### src/rtl/bus_arbiter_pkg.sv
// rtl/bus_arbiter_pkg.sv - shared FSM encoding and defaults for the bus arbiter
package bus_arbiter_pkg;

    typedef enum logic [1:0] {
        IDLE  = 2'd0,
        GRANT = 2'd1,
        TURN  = 2'd2
    } arb_state_t;

    localparam int DEFAULT_TIMEOUT = 255;
    localparam int HOLD_CNT_W      = 16;

endpackage

### src/rtl/bus_arbiter_rr_pick.sv
// rtl/bus_arbiter_rr_pick.sv - combinational round-robin winner selection
module rr_pick #(
    parameter int NREQ = 3
) (
    input  logic [NREQ-1:0] req,
    input  logic [1:0]      last_owner,
    output logic [1:0]      winner,
    output logic            valid
);

    int idx;

    // Scan downward so the last hit is the nearest index above last_owner.
    always_comb begin
        winner = 2'd0;
        valid  = 1'b0;
        idx    = 0;
        for (int k = NREQ; k >= 1; k--) begin
            idx = (int'(last_owner) + k) % NREQ;
            if (req[idx]) begin
                winner = 2'(idx);
                valid  = 1'b1;
            end
        end
    end

endmodule

### src/rtl/bus_arbiter.sv
// rtl/bus_arbiter.sv - round-robin bus arbiter with turnaround cycle and gated memory strobes
// Optional hold-timeout and requester masking enabled by BUS_ARBITER_TIMEOUT_EN.
module bus_arbiter
    import bus_arbiter_pkg::*;
#(
    parameter int NREQ    = 3,
    parameter int TIMEOUT = DEFAULT_TIMEOUT
) (
    input  logic            clk,
    input  logic            rst,
    input  logic [NREQ-1:0] req,
    input  logic [NREQ-1:0] req_addr_en,
    input  logic [NREQ-1:0] req_in_en,
    input  logic [NREQ-1:0] req_out_en,
    output logic [NREQ-1:0] grant,
    output logic [1:0]      owner,
    output logic            busy,
    output logic            mem_addr_en,
    output logic            mem_in_en,
    output logic            mem_out_en,
    output logic            timeout
);

    if (NREQ < 2 || NREQ > 4 || TIMEOUT < 1 || TIMEOUT > 65535) begin : g_bad_params
        $error("bus_arbiter: NREQ or TIMEOUT out of range");
    end

    arb_state_t      state;
    arb_state_t      state_nxt;
    logic [1:0]      last_owner;
    logic [NREQ-1:0] eligible;
    logic [1:0]      pick_winner;
    logic            pick_valid;
    logic            take_grant;
    logic            owner_req;
    logic            expire;
    logic [NREQ-1:0] grant_nxt;

    // grant is one-hot of owner during GRANT and zero otherwise, so it doubles as the owner mask.
    assign owner_req   = |(req & grant);
    assign busy        = (state == GRANT);
    assign mem_addr_en = |(req_addr_en & grant);
    assign mem_in_en   = |(req_in_en & grant);
    assign mem_out_en  = |(req_out_en & grant);
    assign grant_nxt   = {{(NREQ-1){1'b0}}, 1'b1} << pick_winner;

    rr_pick #(
        .NREQ(NREQ)
    ) u_rr_pick (
        .req        (eligible),
        .last_owner (last_owner),
        .winner     (pick_winner),
        .valid      (pick_valid)
    );

    always_comb begin
        state_nxt  = state;
        take_grant = 1'b0;
        case (state)
            IDLE: begin
                if (pick_valid) begin
                    state_nxt  = GRANT;
                    take_grant = 1'b1;
                end
            end
            GRANT: begin
                if (!owner_req || expire) begin
                    state_nxt = TURN;
                end
            end
            TURN:    state_nxt = IDLE;
            default: state_nxt = IDLE;
        endcase
    end

    always_ff @(posedge clk or negedge rst) begin
        if (!rst) begin
            state      <= IDLE;
            grant      <= '0;
            owner      <= 2'd0;
            last_owner <= 2'(NREQ - 1);
        end else begin
            state <= state_nxt;
            if (take_grant) begin
                grant      <= grant_nxt;
                owner      <= pick_winner;
                last_owner <= pick_winner;
            end else if (state_nxt != GRANT) begin
                grant <= '0;
            end
        end
    end

`ifdef BUS_ARBITER_TIMEOUT_EN
    logic [HOLD_CNT_W-1:0] hold_cnt;
    logic [NREQ-1:0]       mask;
    logic                  force_release;

    assign eligible      = req & ~mask;
    assign expire        = (hold_cnt == HOLD_CNT_W'(TIMEOUT - 1));
    assign force_release = busy && owner_req && expire;

    // A timed-out requester stays masked until it drops its request.
    always_ff @(posedge clk or negedge rst) begin
        if (!rst) begin
            hold_cnt <= '0;
            mask     <= '0;
            timeout  <= 1'b0;
        end else begin
            timeout <= force_release;
            if (take_grant) begin
                hold_cnt <= '0;
            end else if (busy) begin
                hold_cnt <= hold_cnt + 1'b1;
            end
            mask <= (mask | (force_release ? grant : '0)) & req;
        end
    end
`else
    assign eligible = req;
    assign expire   = 1'b0;
    assign timeout  = 1'b0;
`endif

endmodule

### config.mk
export PLATFORM = sky130hd
export DESIGN_NAME = bus_arbiter
export DESIGN_NICKNAME = d
export VERILOG_FILES = /design/src/rtl/bus_arbiter_pkg.sv /design/src/rtl/bus_arbiter_rr_pick.sv /design/src/rtl/bus_arbiter.sv
export SDC_FILE = /design/constraint.sdc
export NUM_CORES = 1
export LEC_CHECK = 0
export CAP_MARGIN = 20
export CELL_PAD_IN_SITES_DETAIL_PLACEMENT = 0
export CELL_PAD_IN_SITES_GLOBAL_PLACEMENT = 1
export CORE_MARGIN = 1
export CORE_UTILIZATION = 35
export CTS_CLUSTER_SIZE = 40
export DETAILED_ROUTE_END_ITERATION = 8
export PLACE_DENSITY_LB_ADDON = 0.1
export SLEW_MARGIN = 25
export SYNTH_ARGS = -nofsm -noshare
export SYNTH_HDL_FRONTEND = slang
export SYNTH_SLANG_ARGS = --single-unit
### constraint.sdc
create_clock -name clk -period 5.8 [get_ports clk]
set_input_delay 1.45 -clock clk [delete_from_list [all_inputs] [get_ports clk]]
set_output_delay 1.45 -clock clk [all_outputs]
set_load 0.01 [all_outputs]
; ---- Word level (Yosys, flattened, before mapping)
; Cells that the tools add are included.
[totals]
register_bits = 9
input_bits = 14
output_inout_bits = 10
elab_cells = 48
[op_classes]
n_addsub = 3
div = 3
order_cmp = 3
eq_ne = 2
shifts = 1
mux = 22
bitwise_logic = 4
n_reduce_logical = 6
[ops]
columns = op, count
row1 = $lt A32 B4 Y1 const B, 3
row2 = $mod A32 B3 Y32 const B, 3
row3 = $and A3 B3 Y3, 4
row4 = $reduce_or A3 Y1, 4
row5 = $mux W1, 11
row6 = $mux W2, 5
row7 = $add A2 B2 Y3 const B, 2
row8 = $bmux W1 S2, 3
row9 = $mux W3, 2
row10 = $pmux W2 S2, 1
row11 = $add A2 B1 Y3 const B, 1
row12 = $shl A1 B2 Y3 const A, 1
row13 = $eq A2 B1 Y1 const B, 1
row14 = $logic_not A2 Y1, 1
row15 = $ne A2 B1 Y1 const B, 1
row16 = $reduce_bool A2 Y1, 1

; ---- Logic depth before layout (Yosys ltp)
[depth]
word_depth = 13
mapped_depth = 7
ltp_nobuf = 6

; ---- Cells and area by module
; Synthesis repeated with hierarchy kept, for this count alone.
[hier_totals]
hier_cells = 62
area_unflattened_um2 = 605.6
[by_module_without_submodules]
columns = mod, n_inst, cells_each, area_per_inst_um2
row1 = bus_arbiter, 1, 35, 414.1
row2 = rr_pick, 1, 27, 191.4

; ---- Least setup slack after synthesis
; Ideal clock, no wire load.
[synth_path]
kind = input port to output port
startpoint = input req_addr_en[0]
endpoint = output mem_addr_en
arrival_ns = 1.860
required_ns = 4.350
path_slack_ns = 2.490
cell_stages = 2
n_path_buf = 0
path_cell_list = a222oi_1 inv_1
[synth_via]
elab_chain_len = 2
[synth_lines]
columns = item, line_no
row1 = from (decl), bus_arbiter.sv:12  ; input logic [NREQ-1:0] req_addr_en,
row2 = $and A3 B3 Y3, bus_arbiter.sv:42  ; assign mem_addr_en = |(req_addr_en & grant);
row3 = $reduce_or A3 Y1, bus_arbiter.sv:42
row4 = to (decl), bus_arbiter.sv:18  ; output logic mem_addr_en,
; Every way passes these cells.

; ---- Worst setup path in the final report
; Same ends and word-level chain as after synthesis.

==> results.toml <==
[run_status]
outcome = "finished, final reports clean"

[yosys]
yosys.area.top_type = "dfrtp_1"
synth_area_um2 = 664
synth_flop_cell = "dfrtp_1"
synth_area_leaders = "dfrtp_1, ha_1, a222oi_1, mux2i_1, a41oi_4"
yosys.area.top_type_share_pct = 26.4
synthesis.nets = 81
yosysSeqAreaShare_pct = 30.3
async_flop_share_pct = 100
synthDistinctLibCells = 33
yosysWarnings = 0
syn_area_per_cell_um2 = 10.5
synth.most_common_cell = "dfrtp_1"
ys_seq_elements = 8
synth_edf_count = 0
synthTopCellsByCount = "dfrtp_1, inv_1, a222oi_1, ha_1, nor2b_1"
synthCells = 63

[min_path]
holdCritStartpoint = "owner[1]"
hp-class = "reg2reg"

[place]
port_buffers = 22
hpwl_mm = 1.13
numPlacedInstances = 107
gp_congestion = 0.767

[power]
powerDensity_nw_per_um2 = 499
power_leakage_nw = 0.390
peakVddDrop_mv = 0.240
totalPowerFinal_mw = 0.459

[timing]
skew_ps = 17.0
max_freq_mhz = 240
slew_viol_final = 0
whs_ps = 511
final.setup.tns_ps = 0
fin_crit_ps = 4160
rsz0062_at_grt = "no"
finalSetupViolCount = 0
hold_violations = 0
period_share_pct = 71.8

[setup_path]
crit_fanout = 1
reg2reg_from = "owner[0]"
cp.required_ps = 4350
crit_type = "in2out"
arrival_ps = 2710
crit_path_start_kind = "input pin"
end_kind = "output pin"
setup.worst_path.start = "req_addr_en[0]"

[route]
ant_nets = 0
dr.pass1.iters = 4
num_vias = 566
viasPerCell = 5.10
first_iter_violations = 19
totalWireLength_mm = 1.44
wire_per_inst_um = 13.0
drc = 0

[finish]
diodes = 0
nets = 105
filler_cell_count = 173
drive_above_1_share_pct = 15.1
area_growth_pct = 38.4
final_util_pct = 52.7
layout.cells.non_filler = 111

[floorplan]
rows = 15
core_area_um2 = 1750
io_pins = 24
dieArea_um2 = 2080
die_h_um = 45.6
initial_core_util_pct = 38.1
die_w_um = 45.6

[global_route]
first_global_vias = 536
antenna_found_initial = 0
grt_max_degree = 11
grt_overflow = 0
grt_pass1_wl_mm = 2.30
grt.total_usage_pct = 15.5

[cts]
clkLatencyLatePin_ps = 260
cts.sinks = 8
ctsResizeCount = 0
root_buffer = "clkbuf_4"
cts_buffers = 3
cts.path.max_buffers = 2
cts_setup_buffers = 0
path_clk_slew_ps = 40
cts_tree = "built"
postCtsHoldBufs = 0
cts_max_level = 1

[run]
maxCapViolCount = 0
-- report_power, final --
part           switching, mW  internal, mW
Clock                 0.0184        0.0263
Sequential            0.0232        0.0817
Combinational          0.140         0.169
Total                  0.182         0.277
-- final timing paths --
kind,cells after the start,slack [ps],to
min,1,510,owner[1]
min in group asynchronous,1,1460,state[1]
max reg2reg,6,3710,owner[1]
max,4,1640,mem_addr_en
max in group asynchronous,1,4020,last_owner[1]
min reg2reg,1,510,owner[1]
-- cell usage in the layout (no fill, tap or decap), types with 2 or more instances in the layout --
cell type	count
clkbuf_4	3
nand2_1	3
dfrtp_1	7
nand3b_1	2
ha_1	4
mux2i_1	3
a222oi_1	4
a22o_1	2
or2_2	2
nor2b_1	4
inv_1	6
and2_1	2
clkdlybuf4s50_1	22
-- stage by stage --
stage,setup slack [ps],area (um^2)
final,1640,920
after global routing,1560,920
after CTS,1630,920
after detailed placement,1630,893
after global placement,1640,893
after floorplan,2490,664
-- cells by family after synthesis --
| logic type | synth area share, % |
|---|---|
| flip-flops | 30.3 |
| other | 0.564 |
| AO/OA/AOI/OAI | 27.5 |
| multiplexers | 6.78 |
| adder cells (fa/ha/maj) | 7.53 |
| buffers and inverters | 6.78 |
| AND/OR/NAND/NOR | 20.5 |
-- critical path, cell delays in order --
cell             delay (ps)
clkdlybuf4s50_1         400
a222oi_1                330
inv_1                    60
clkdlybuf4s50_1         480
-- metal layers --
metal | global-route usage, % | wire, um | vias up
li1 | - | - | 282
met1 | 20.5 | 697 | 261
met2 | 23.4 | 611 | 21
met3 | 6.35 | 128 | 2
met4 | 3.64 | 4 | 0
met5 | 0 | 0 | -
-- sequential cells by signal, summed over array words and instances (netlist names) --
name and count:
grant 3, last_owner 1, owner 2, state 2
-- area by class of cell --
cell class	count	area (um^2)	area share, %
inverters	6	22.5	2.45
multi-input cells	46	418	45.4
clock buffers	4	26.3	2.86
flip-flops and latches	8	201	21.9
repair buffers	22	220	23.9
well taps	25	31.3	3.40
(Power assumes the default switching activity.)
